**config.mk**
```make
export PLATFORM = sky130hd
export DESIGN_NAME = alu_ext_flat
export DESIGN_NICKNAME = d
export VERILOG_FILES = /design/src/rtl/alu_ext_if.sv /design/src/rtl/alu_ext.sv /design/src/flat_wrapper.sv
export SDC_FILE = /design/constraint.sdc
export NUM_CORES = 1
export LEC_CHECK = 0
export CELL_PAD_IN_SITES_DETAIL_PLACEMENT = 2
export CELL_PAD_IN_SITES_GLOBAL_PLACEMENT = 2
export CORE_ASPECT_RATIO = 1.1
export CORE_MARGIN = 4
export CORE_UTILIZATION = 36
export DETAILED_ROUTE_END_ITERATION = 16
export PLACE_DENSITY = 0.92
export SETUP_SLACK_MARGIN = 0.2
export SLEW_MARGIN = 20
export SYNTH_ARGS = -nofsm -noshare
export SYNTH_HDL_FRONTEND = slang
export SYNTH_SLANG_ARGS = --single-unit
```
**constraint.sdc**
```tcl
create_clock -name clk -period 3.8 [get_ports clk]
set_clock_uncertainty 0.15 [all_clocks]
set_input_delay 0.95 -clock clk [delete_from_list [all_inputs] [get_ports clk]]
set_output_delay 0.95 -clock clk [all_outputs]
set_load 0.02 [all_outputs]
```
**src/rtl/alu_ext_if.sv**
```systemverilog
// rtl/alu_ext_if.sv - request/result bundle between an ALU client and alu_ext
//
// Request side : in_valid/in_ready handshake carrying in_op, in_a, in_b.
// Result side  : out_valid pulse with out_result, out_rem, out_overflow, out_divzero.
// master = client driving requests, slave = alu_ext.
interface alu_ext_if #(
    parameter int DATA_W = 32
) ();
    logic              in_valid;
    logic              in_ready;
    logic [4:0]        in_op;
    logic [DATA_W-1:0] in_a;
    logic [DATA_W-1:0] in_b;
    logic              out_valid;
    logic [DATA_W-1:0] out_result;
    logic [DATA_W-1:0] out_rem;
    logic              out_overflow;
    logic              out_divzero;

    modport master (
        output in_valid, in_op, in_a, in_b,
        input  in_ready, out_valid, out_result, out_rem, out_overflow, out_divzero
    );

    modport slave (
        input  in_valid, in_op, in_a, in_b,
        output in_ready, out_valid, out_result, out_rem, out_overflow, out_divzero
    );
endinterface

```
**src/rtl/alu_ext.sv**
```systemverilog
// rtl/alu_ext.sv - single-cycle ALU with an iterative restoring divider
//
// Ports:
//   clk     - rising-edge clock
//   resetn  - asynchronous active-low reset
//   flush   - synchronous abort of any in-flight divide; blocks accept that cycle
//   bus     - alu_ext_if.slave: in_valid/in_ready/in_op/in_a/in_b request,
//             out_valid/out_result/out_rem/out_overflow/out_divzero result
//
// Single-cycle ops return one cycle after accept. A divide with a non-zero
// divisor spends DATA_W cycles in DIV (one quotient bit each), one in FIX
// for sign correction, and its result appears the cycle after FIX.
module alu_ext #(
    parameter int DATA_W  = 32,
    parameter int SHAMT_W = $clog2(DATA_W)
) (
    input  logic      clk,
    input  logic      resetn,
    input  logic      flush,
    alu_ext_if.slave  bus
);
    localparam int MSB   = DATA_W - 1;
    localparam int CNT_W = SHAMT_W + 1;

    localparam logic [4:0] OP_ADD  = 5'd0;
    localparam logic [4:0] OP_ADDU = 5'd1;
    localparam logic [4:0] OP_SUB  = 5'd2;
    localparam logic [4:0] OP_SUBU = 5'd3;
    localparam logic [4:0] OP_AND  = 5'd4;
    localparam logic [4:0] OP_OR   = 5'd5;
    localparam logic [4:0] OP_XOR  = 5'd6;
    localparam logic [4:0] OP_NOR  = 5'd7;
    localparam logic [4:0] OP_SLL  = 5'd8;
    localparam logic [4:0] OP_SRL  = 5'd9;
    localparam logic [4:0] OP_SRA  = 5'd10;
    localparam logic [4:0] OP_SLT  = 5'd11;
    localparam logic [4:0] OP_SLTU = 5'd12;
    localparam logic [4:0] OP_CLZ  = 5'd13;
    localparam logic [4:0] OP_CLO  = 5'd14;
    localparam logic [4:0] OP_DIV  = 5'd15;
    localparam logic [4:0] OP_DIVU = 5'd16;

    typedef enum logic [1:0] {S_IDLE, S_DIV, S_FIX} state_t;

    state_t             state_q, state_d;
    logic [SHAMT_W-1:0] cnt_q, cnt_d;
    logic [DATA_W-1:0]  quo_q, quo_d;     // dividend shifts out, quotient shifts in
    logic [DATA_W-1:0]  rem_q, rem_d;
    logic [DATA_W-1:0]  dvs_q, dvs_d;     // divisor magnitude
    logic               q_neg_q, q_neg_d;
    logic               r_neg_q, r_neg_d;
    logic               out_valid_q, out_valid_d;
    logic [DATA_W-1:0]  out_result_q, out_result_d;
    logic [DATA_W-1:0]  out_rem_q, out_rem_d;
    logic               out_overflow_q, out_overflow_d;
    logic               out_divzero_q, out_divzero_d;

    logic accept;
    logic is_div;
    logic b_zero;

    assign bus.in_ready     = (state_q == S_IDLE) && !flush;
    assign accept           = bus.in_valid && bus.in_ready;
    assign is_div           = (bus.in_op == OP_DIV) || (bus.in_op == OP_DIVU);
    assign b_zero           = (bus.in_b == '0);

    assign bus.out_valid    = out_valid_q;
    assign bus.out_result   = out_result_q;
    assign bus.out_rem      = out_rem_q;
    assign bus.out_overflow = out_overflow_q;
    assign bus.out_divzero  = out_divzero_q;

    // Single-cycle ALU, evaluated directly on the request operands.
    logic [DATA_W-1:0]  sum, diff, alu_res;
    logic               alu_ovf;
    logic [SHAMT_W-1:0] shamt;
    logic [CNT_W-1:0]   clz_cnt, clo_cnt;

    assign sum   = bus.in_a + bus.in_b;
    assign diff  = bus.in_a - bus.in_b;
    assign shamt = bus.in_a[SHAMT_W-1:0];

    // Last write wins, so the highest set (or clear) bit determines the count.
    always_comb begin
        clz_cnt = CNT_W'(DATA_W);
        clo_cnt = CNT_W'(DATA_W);
        for (int i = 0; i < DATA_W; i++) begin
            if (bus.in_a[i])  clz_cnt = CNT_W'(MSB - i);
            if (!bus.in_a[i]) clo_cnt = CNT_W'(MSB - i);
        end
    end

    always_comb begin
        alu_res = '0;
        alu_ovf = 1'b0;
        case (bus.in_op)
            OP_ADD: begin
                alu_res = sum;
                alu_ovf = (bus.in_a[MSB] == bus.in_b[MSB]) && (sum[MSB] != bus.in_a[MSB]);
            end
            OP_ADDU: alu_res = sum;
            OP_SUB: begin
                alu_res = diff;
                alu_ovf = (bus.in_a[MSB] != bus.in_b[MSB]) && (diff[MSB] != bus.in_a[MSB]);
            end
            OP_SUBU: alu_res = diff;
            OP_AND:  alu_res = bus.in_a & bus.in_b;
            OP_OR:   alu_res = bus.in_a | bus.in_b;
            OP_XOR:  alu_res = bus.in_a ^ bus.in_b;
            OP_NOR:  alu_res = ~(bus.in_a | bus.in_b);
            OP_SLL:  alu_res = bus.in_b << shamt;
            OP_SRL:  alu_res = bus.in_b >> shamt;
            OP_SRA:  alu_res = $signed(bus.in_b) >>> shamt;
            OP_SLT:  alu_res = {{(DATA_W-1){1'b0}}, ($signed(bus.in_a) < $signed(bus.in_b))};
            OP_SLTU: alu_res = {{(DATA_W-1){1'b0}}, (bus.in_a < bus.in_b)};
            OP_CLZ:  alu_res = DATA_W'(clz_cnt);
            OP_CLO:  alu_res = DATA_W'(clo_cnt);
            default: alu_res = '0;
        endcase
    end

    // Divide setup: signed divide works on magnitudes, signs fixed up in FIX.
    logic              a_neg, b_neg;
    logic [DATA_W-1:0] a_mag, b_mag;

    assign a_neg = (bus.in_op == OP_DIV) && bus.in_a[MSB];
    assign b_neg = (bus.in_op == OP_DIV) && bus.in_b[MSB];
    assign a_mag = a_neg ? (~bus.in_a + 1'b1) : bus.in_a;
    assign b_mag = b_neg ? (~bus.in_b + 1'b1) : bus.in_b;

    // One restoring step: bring down the next dividend bit, subtract if it fits.
    logic [DATA_W:0] rem_shift, rem_sub;
    logic            rem_fits;

    assign rem_shift = {rem_q, quo_q[MSB]};
    assign rem_sub   = rem_shift - {1'b0, dvs_q};
    assign rem_fits  = (rem_shift >= {1'b0, dvs_q});

    // State register
    always_ff @(posedge clk or negedge resetn) begin
        if (!resetn) begin
            state_q <= S_IDLE;
            cnt_q   <= '0;
        end else begin
            state_q <= state_d;
            cnt_q   <= cnt_d;
        end
    end

    // Next-state logic
    always_comb begin
        state_d = state_q;
        cnt_d   = cnt_q;
        if (flush) begin
            state_d = S_IDLE;
            cnt_d   = '0;
        end else begin
            case (state_q)
                S_IDLE: begin
                    cnt_d = '0;
                    if (accept && is_div && !b_zero) state_d = S_DIV;
                end
                S_DIV: begin
                    if (cnt_q == SHAMT_W'(MSB)) begin
                        state_d = S_FIX;
                        cnt_d   = '0;
                    end else begin
                        cnt_d = cnt_q + 1'b1;
                    end
                end
                S_FIX:   state_d = S_IDLE;
                default: state_d = S_IDLE;
            endcase
        end
    end

    // Output / datapath logic
    always_comb begin
        quo_d          = quo_q;
        rem_d          = rem_q;
        dvs_d          = dvs_q;
        q_neg_d        = q_neg_q;
        r_neg_d        = r_neg_q;
        out_valid_d    = 1'b0;
        out_result_d   = out_result_q;
        out_rem_d      = out_rem_q;
        out_overflow_d = 1'b0;
        out_divzero_d  = 1'b0;
        if (!flush) begin
            case (state_q)
                S_IDLE: begin
                    if (accept) begin
                        if (is_div && b_zero) begin
                            out_valid_d   = 1'b1;
                            out_divzero_d = 1'b1;
                            out_result_d  = '1;
                            out_rem_d     = bus.in_a;
                        end else if (is_div) begin
                            quo_d   = a_mag;
                            rem_d   = '0;
                            dvs_d   = b_mag;
                            q_neg_d = a_neg ^ b_neg;
                            r_neg_d = a_neg;
                        end else begin
                            out_valid_d    = 1'b1;
                            out_result_d   = alu_res;
                            out_rem_d      = '0;
                            out_overflow_d = alu_ovf;
                        end
                    end
                end
                S_DIV: begin
                    quo_d = {quo_q[MSB-1:0], rem_fits};
                    rem_d = rem_fits ? rem_sub[MSB:0] : rem_shift[MSB:0];
                end
                S_FIX: begin
                    // Most-negative / -1 wraps back to most-negative here, as intended.
                    out_valid_d  = 1'b1;
                    out_result_d = q_neg_q ? (~quo_q + 1'b1) : quo_q;
                    out_rem_d    = r_neg_q ? (~rem_q + 1'b1) : rem_q;
                end
                default: ;
            endcase
        end
    end

    always_ff @(posedge clk or negedge resetn) begin
        if (!resetn) begin
            quo_q          <= '0;
            rem_q          <= '0;
            dvs_q          <= '0;
            q_neg_q        <= 1'b0;
            r_neg_q        <= 1'b0;
            out_valid_q    <= 1'b0;
            out_result_q   <= '0;
            out_rem_q      <= '0;
            out_overflow_q <= 1'b0;
            out_divzero_q  <= 1'b0;
        end else begin
            quo_q          <= quo_d;
            rem_q          <= rem_d;
            dvs_q          <= dvs_d;
            q_neg_q        <= q_neg_d;
            r_neg_q        <= r_neg_d;
            out_valid_q    <= out_valid_d;
            out_result_q   <= out_result_d;
            out_rem_q      <= out_rem_d;
            out_overflow_q <= out_overflow_d;
            out_divzero_q  <= out_divzero_d;
        end
    end
endmodule
```
**src/flat_wrapper.sv**
```systemverilog
// flat-port wrapper written by rule: the top's interface ports become plain ports
module alu_ext_flat 
#(
    parameter int DATA_W  = 32,
    parameter int SHAMT_W = $clog2(DATA_W)
)
  (clk, resetn, flush, bus_in_valid, bus_in_op, bus_in_a, bus_in_b, bus_in_ready, bus_out_valid, bus_out_result, bus_out_rem, bus_out_overflow, bus_out_divzero);
  alu_ext_if #(.DATA_W(DATA_W)) bus_i ();
  input  logic clk;
  input  logic resetn;
  input  logic flush;
  input wire logic [$bits(bus_i.in_valid)-1:0] bus_in_valid;
  input wire logic [$bits(bus_i.in_op)-1:0] bus_in_op;
  input wire logic [$bits(bus_i.in_a)-1:0] bus_in_a;
  input wire logic [$bits(bus_i.in_b)-1:0] bus_in_b;
  output wire logic [$bits(bus_i.in_ready)-1:0] bus_in_ready;
  output wire logic [$bits(bus_i.out_valid)-1:0] bus_out_valid;
  output wire logic [$bits(bus_i.out_result)-1:0] bus_out_result;
  output wire logic [$bits(bus_i.out_rem)-1:0] bus_out_rem;
  output wire logic [$bits(bus_i.out_overflow)-1:0] bus_out_overflow;
  output wire logic [$bits(bus_i.out_divzero)-1:0] bus_out_divzero;
  assign bus_i.in_valid = bus_in_valid;
  assign bus_i.in_op = bus_in_op;
  assign bus_i.in_a = bus_in_a;
  assign bus_i.in_b = bus_in_b;
  assign bus_in_ready = bus_i.in_ready;
  assign bus_out_valid = bus_i.out_valid;
  assign bus_out_result = bus_i.out_result;
  assign bus_out_rem = bus_i.out_rem;
  assign bus_out_overflow = bus_i.out_overflow;
  assign bus_out_divzero = bus_i.out_divzero;
  alu_ext #(.DATA_W(DATA_W), .SHAMT_W(SHAMT_W)) u_core (.clk(clk), .resetn(resetn), .flush(flush), .bus(bus_i));
endmodule
```
==> flow_summary_export.csv, run 1 <==
group,metric,value,unit
placed_design,portBuffers,140,
synthesis,synth_cell_types,92,
clocking,cts.htree.levels,4,
synthesis,yosysWarnings,0,
clocking,clk_path_buf_depth,2,
placed_design,gp_congestion,1.169,
synthesis,ys_async_sr_fraction,100.0,%
synthesis,synth_top_flop_cell,"dfrtp_1",
synthesis,synth-edff-count,0,
outcome,outcome,"aborted with a tool error",
synthesis,ys_ff_latch,172,
floorplanning,io_pins,141,
clocking,clock-sinks,172,
synthesis,synth_nets,3110,
placed_design,dp_slack,-1.414,ns
floorplanning,chipHeight,266.5,um
global_route,grt_pass1_vias,41210,
placed_design,hpwl,137200,um
global_route,grt_overflow,6,
synthesis,syn_area_per_cell,7.555,um2
global_route,grtUsageTotal,75.70,%
synthesis,netlist_instances,2895,
floorplanning,fp-row-count,94,
clocking,ctsHoldBuffers,0,
floorplanning,start_util,36.46,%
clocking,cts_made_buffers,17,
placed_design,post_dp_cell_area,28230,um2
synthesis,synthesis.area,21870,um2
outcome,first-error,"[ERROR GRT-0116] Global routing finished with congestion. Check the congestion regions in the DRC Viewer.",
global_route,grt_pass1_wl,355700,um
floorplanning,die_w,243.0,um
clocking,ctsRootBufferMaster,"clkbuf_16",
synthesis,yosysSeqAreaShare,19.68,%
global_route,grt_max_degree,68,
outcome,lastStage,"global routing",
[cells in the mapped netlist (26+ instances only)]
cell / instances / area [um2]
a211oi_1: 54 / 405.4
a21o_1: 32 / 240.2
a21oi_1: 242 / 1211
a22oi_1: 26 / 195.2
a31oi_1: 39 / 244.0
buf_2: 39 / 195.2
clkbuf_1: 181 / 679.4
dfrtp_1: 172 / 4304
ha_1: 139 / 1739
inv_1: 147 / 551.8
mux2i_1: 91 / 910.9
mux4_2: 55 / 1239
nand2_1: 242 / 908.4
nand3_1: 51 / 255.2
nand4_1: 26 / 162.7
nor2_1: 308 / 1156
nor2b_1: 26 / 162.7
nor3_1: 74 / 370.4
nor4_1: 37 / 231.5
o21ai_0: 271 / 1356
o31ai_1: 43 / 322.8
xnor2_1: 135 / 1182
xor2_1: 57 / 499.2
[cell families after synthesis]
family          after synthesis  synth area share, %
xor+xnor                    192                7.689
mux                         156                10.34
simple gates                898                19.34
compound gates              951                27.89
fa+ha+maj                   142                8.227
flops                       172                19.68
buf+inv                     384                6.836
[repair_timing]
item	CTS
pin swaps	86
setup endpoints to repair	167
buffers inserted	58
gates resized for setup	505
cloned	3
[layer usage]
layer	global-route usage, %	overflow
met1	75.43	0
met2	91.25	1
met3	61.81	0
met4	74.52	5
met5	36.40	0
[stage by stage]
step	hold WS, ns	util [%]	std cells
floorplan	0.2998	-	2895
global placement	0.3194	47.05	4185
detailed placement	0.3364	47.06	4185
CTS	0.2181	51.66	4278
==> inputs of run 2 (changes only) <==
==> config.mk (replaced) <==
export PLATFORM = sky130hd
export DESIGN_NAME = alu_ext_flat
export DESIGN_NICKNAME = d
export VERILOG_FILES = /design/src/rtl/alu_ext_if.sv /design/src/rtl/alu_ext.sv /design/src/flat_wrapper.sv
export SDC_FILE = /design/constraint.sdc
export NUM_CORES = 1
export LEC_CHECK = 0
export CORE_MARGIN = 4
export CORE_UTILIZATION = 28
export DETAILED_ROUTE_END_ITERATION = 16
export PLACE_DENSITY_LB_ADDON = 0.15
export SLEW_MARGIN = 20
export SYNTH_ARGS = -nofsm -noshare
export SYNTH_HDL_FRONTEND = slang
export SYNTH_SLANG_ARGS = --single-unit
==> flow_summary_export.csv, run 2 <==
group,metric,value,unit
outcome,outcome,"complete, but fails checks",
outcome,violations,"setup timing",
floorplanning,die-area,82640,um2
critical_path,critPathMaxStageDelay,0.51,ns
critical_path,crit_slowest_cell,"clkdlybuf4s50_1",
drt,vias,26660,
synthesis,synth-edff-count,0,
clocking,clock-sinks,172,
sta,holdWs,0.2442,ns
sta,drv_slew,0,
placed_design,portBuffers,140,
synthesis,synth_nets,3110,
synthesis,synthTopCellsByArea,"dfrtp_1 20%, ha_1 8.0%, o21ai_0 6.2%",
synthesis,yosysWarnings,0,
sta,hold_violations,0,
cells_and_area,final-seq-area,4304,um2
critical_path,critPathArrivalTime,4.05,ns
clocking,ctsHoldBuffers,0,
critical_path,r2r_slack,0.26,ns
floorplanning,chipHeight,287.5,um
drt,antenna_left,0,
placed_design,post_dp_cell_area,30090,um2
synthesis,yosysTopAreaCellShare,19.68,%
sta,worst_pin_slew,0.9684,ns
critical_path,critPathLaunch,"bus_in_b[3]",
critical_path,reg2reg_depth,11,
drt,via_per_inst,5.680,
synthesis,synthesis.area,21870,um2
pwr,vdd_drop_max,0.3255,mV
global_route,grt_antenna_before_repair,3,
cells_and_area,layout_commonest_cell,"buf_4",
clocking,cts.clk_slew.worst_paths,0.09,ns
drt,drt_pass1_iterations,6,
drt,drtIter0Drc,2464,
pwr,power.density,261.5,nW/um2
synthesis,synthTopCellsByCount,"308 x nor2_1, 271 x o21ai_0, 242 x a21oi_1, 242 x nand2_1, 181 x clkbuf_1",
critical_path,crit_path_end_kind,"flop",
global_route,grt_pass1_wl,190200,um
clocking,cts_tree,"done",
critical_path,criticalPathCategory,"primary input to flop",
cells_and_area,nets,3855,
clocking,clk_path_buf_depth,2,
drt,totalWireLength,135100,um
sta,min_period,3.831,ns
drt,drc,0,
critical_path,cp-start-kind,"primary input",
drt,wire_per_inst,28.78,um
global_route,grt_pass1_vias,25830,
synthesis,synth.most_common_cell,"nor2_1",
sta,final-setup-viol-count,2,
cells_and_area,multi_input_area,17000,um2
placed_design,hpwl,111400,um
floorplanning,fp-row-count,102,
critical_path,required,4.02,ns
synthesis,netlist_instances,2895,
synthesis,syn_area_per_cell,7.555,um2
sta,relSlewSlack,35.05,%
hold_path,hp-class,"primary input to async pin",
synthesis,synth_area_leader_cell,"dfrtp_1",
cells_and_area,n_fill_cell,8050,
synthesis,ys_ff_latch,172,
synthesis,synth_top_flop_cell,"dfrtp_1",
flow_run,maxCapViolCount,0,
floorplanning,start_util,28.23,%
synthesis,ys_async_sr_fraction,100.0,%
placed_design,dp_cells,4635,
sta,fin_crit_sh,100.8,%
critical_path,cp_max_fo,4,
floorplanning,die_w,287.5,um
pwr,power,8.318,mW
synthesis,yosysSeqAreaShare,19.68,%
pwr,leakage,14.14,nW
placed_design,gp_congestion,1.048,
floorplanning,fp.coreArea,77470,um2
clocking,ctsRootBufferMaster,"clkbuf_16",
critical_path,r2r-start,"u_core.quo_q[16]",
cells_and_area,finalInstanceArea,31810,um2
critical_path,reg2reg_to,"u_core.bus.out_result[27]",
global_route,grt_max_degree,71,
clocking,cts_made_buffers,17,
critical_path,worstPathCellList,"clkdlybuf4s50_1 > inv_2 > ha_4 > inv_1 > o311a_4 > o31ai_4 > a211oi_4 > o41a_1 > a221o_1 > a21o_1 > a31o_1 > or3_1",
global_route,grt_overflow,0,
sta,grt_setup_unrepaired,"yes",
clocking,clock_latency,0.52,ns
cells_and_area,final_cell_mix,"772 x buf_4, 307 x nor2_1, 257 x o21ai_0",
sta,setup_ws,-0.03141,ns
cells_and_area,drive_gt1_share,30.50,%
floorplanning,io_pins,141,
clocking,cts.htree.levels,4,
cells_and_area,syn_to_final_growth,45.45,%
synthesis,synth_cell_types,92,
global_route,grtUsageTotal,31.77,%
sta,fmax,0.2610,GHz
cells_and_area,final_cells,4694,
-- run 2: cell counts after synthesis --
Identical to the previous run, type by type.
-- run 2: worst max path at each step --
stage	end	slack [ns]	cells past startpoint
CTS	u_core.bus.out_result[30]	-0.06	14
global placement	u_core.bus.out_result[3]	-1.31	13
global route	u_core.bus.out_result[0]	-0.07	16
floorplan	u_core.bus.out_result[29]	-0.38	15
finish	u_core.bus.out_result[29]	-0.03	12
detailed placement	u_core.bus.out_result[3]	-1.02	12
-- run 2: metal layers --
| layer | global-route usage, % | up-vias | share of wire [%] |
|---|---|---|---|
| met4 | 12.17 | 2 | 4.7 |
| met3 | 4.537 | 205 | 6.0 |
| met2 | 51.10 | 1076 | 45 |
| met1 | 43.12 | 13310 | 44 |
| li1 | - | 12070 | - |
| met5 | 0 | - | 0.0096 |
-- run 2: cells by family (layout without fill, tap and decap cells) --
kind of cell               count (synthesis)  count (layout)  synth area share, %
xor gates and xnor gates                 192             192                7.689
adders and majority gates                142             142                8.227
and+or+nand+nor                          898             898                19.34
DFF                                      172             172                19.68
muxes                                    156             156                10.34
AOI/OAI and AO/OA                        951             951                27.89
other                                      0               1                    0
buffers and inverters                    384            1142                6.836
-- run 2: where the power goes --
part / internal (mW) / switching [mW] / leakage, nW / total (mW)
Clock: 0.884 / 0.981 / 0.291 / 1.87
Combinational: 1.75 / 2.37 / 11.6 / 4.13
Sequential: 2.06 / 0.270 / 2.22 / 2.33
Total: 4.69 / 3.63 / 14.1 / 8.32
-- run 2: cell type report --
cell class                      instances  area share [%]
Antenna cell                            1        0.007867
Clock buffer                           17           1.337
Clock inverter                         15          0.5349
Inverter                              149           1.825
Multi-Input combinational cell       2339           53.43
Sequential cell                       172           13.53
Tap cell                             1040           4.091
Timing Repair Buffer                  961           25.24
-- run 2: worst max-delay path, delay by kind of cell --
family	cells	cell delay [ns]
AOI/OAI and AO/OA	7	1.84
buffers and inverters	3	0.66
and+or+nand+nor	1	0.31
adders and majority gates	1	0.28
-- run 2: stage by stage --
stage | setup slack (ns) | utilization, % | setup TNS, ns
finish | -0.03141 | 41.06 | -0.05706
global route | -0.07167 | 41.06 | -0.1398
CTS | -0.06396 | 40.21 | -0.06396
detailed placement | -1.020 | 38.84 | -78.64
global placement | -1.308 | 38.83 | -81.48
floorplan | -0.3771 | - | -0.9538
-- run 2: repair_timing --
item,in CTS,in global routing
gates resized for setup,106,133
gates cloned,0,2
setup buffers,8,16
endpoints found under the setup margin,35,45
pin swaps,22,41
No activity file was read; power rests on OpenSTA's default activity.
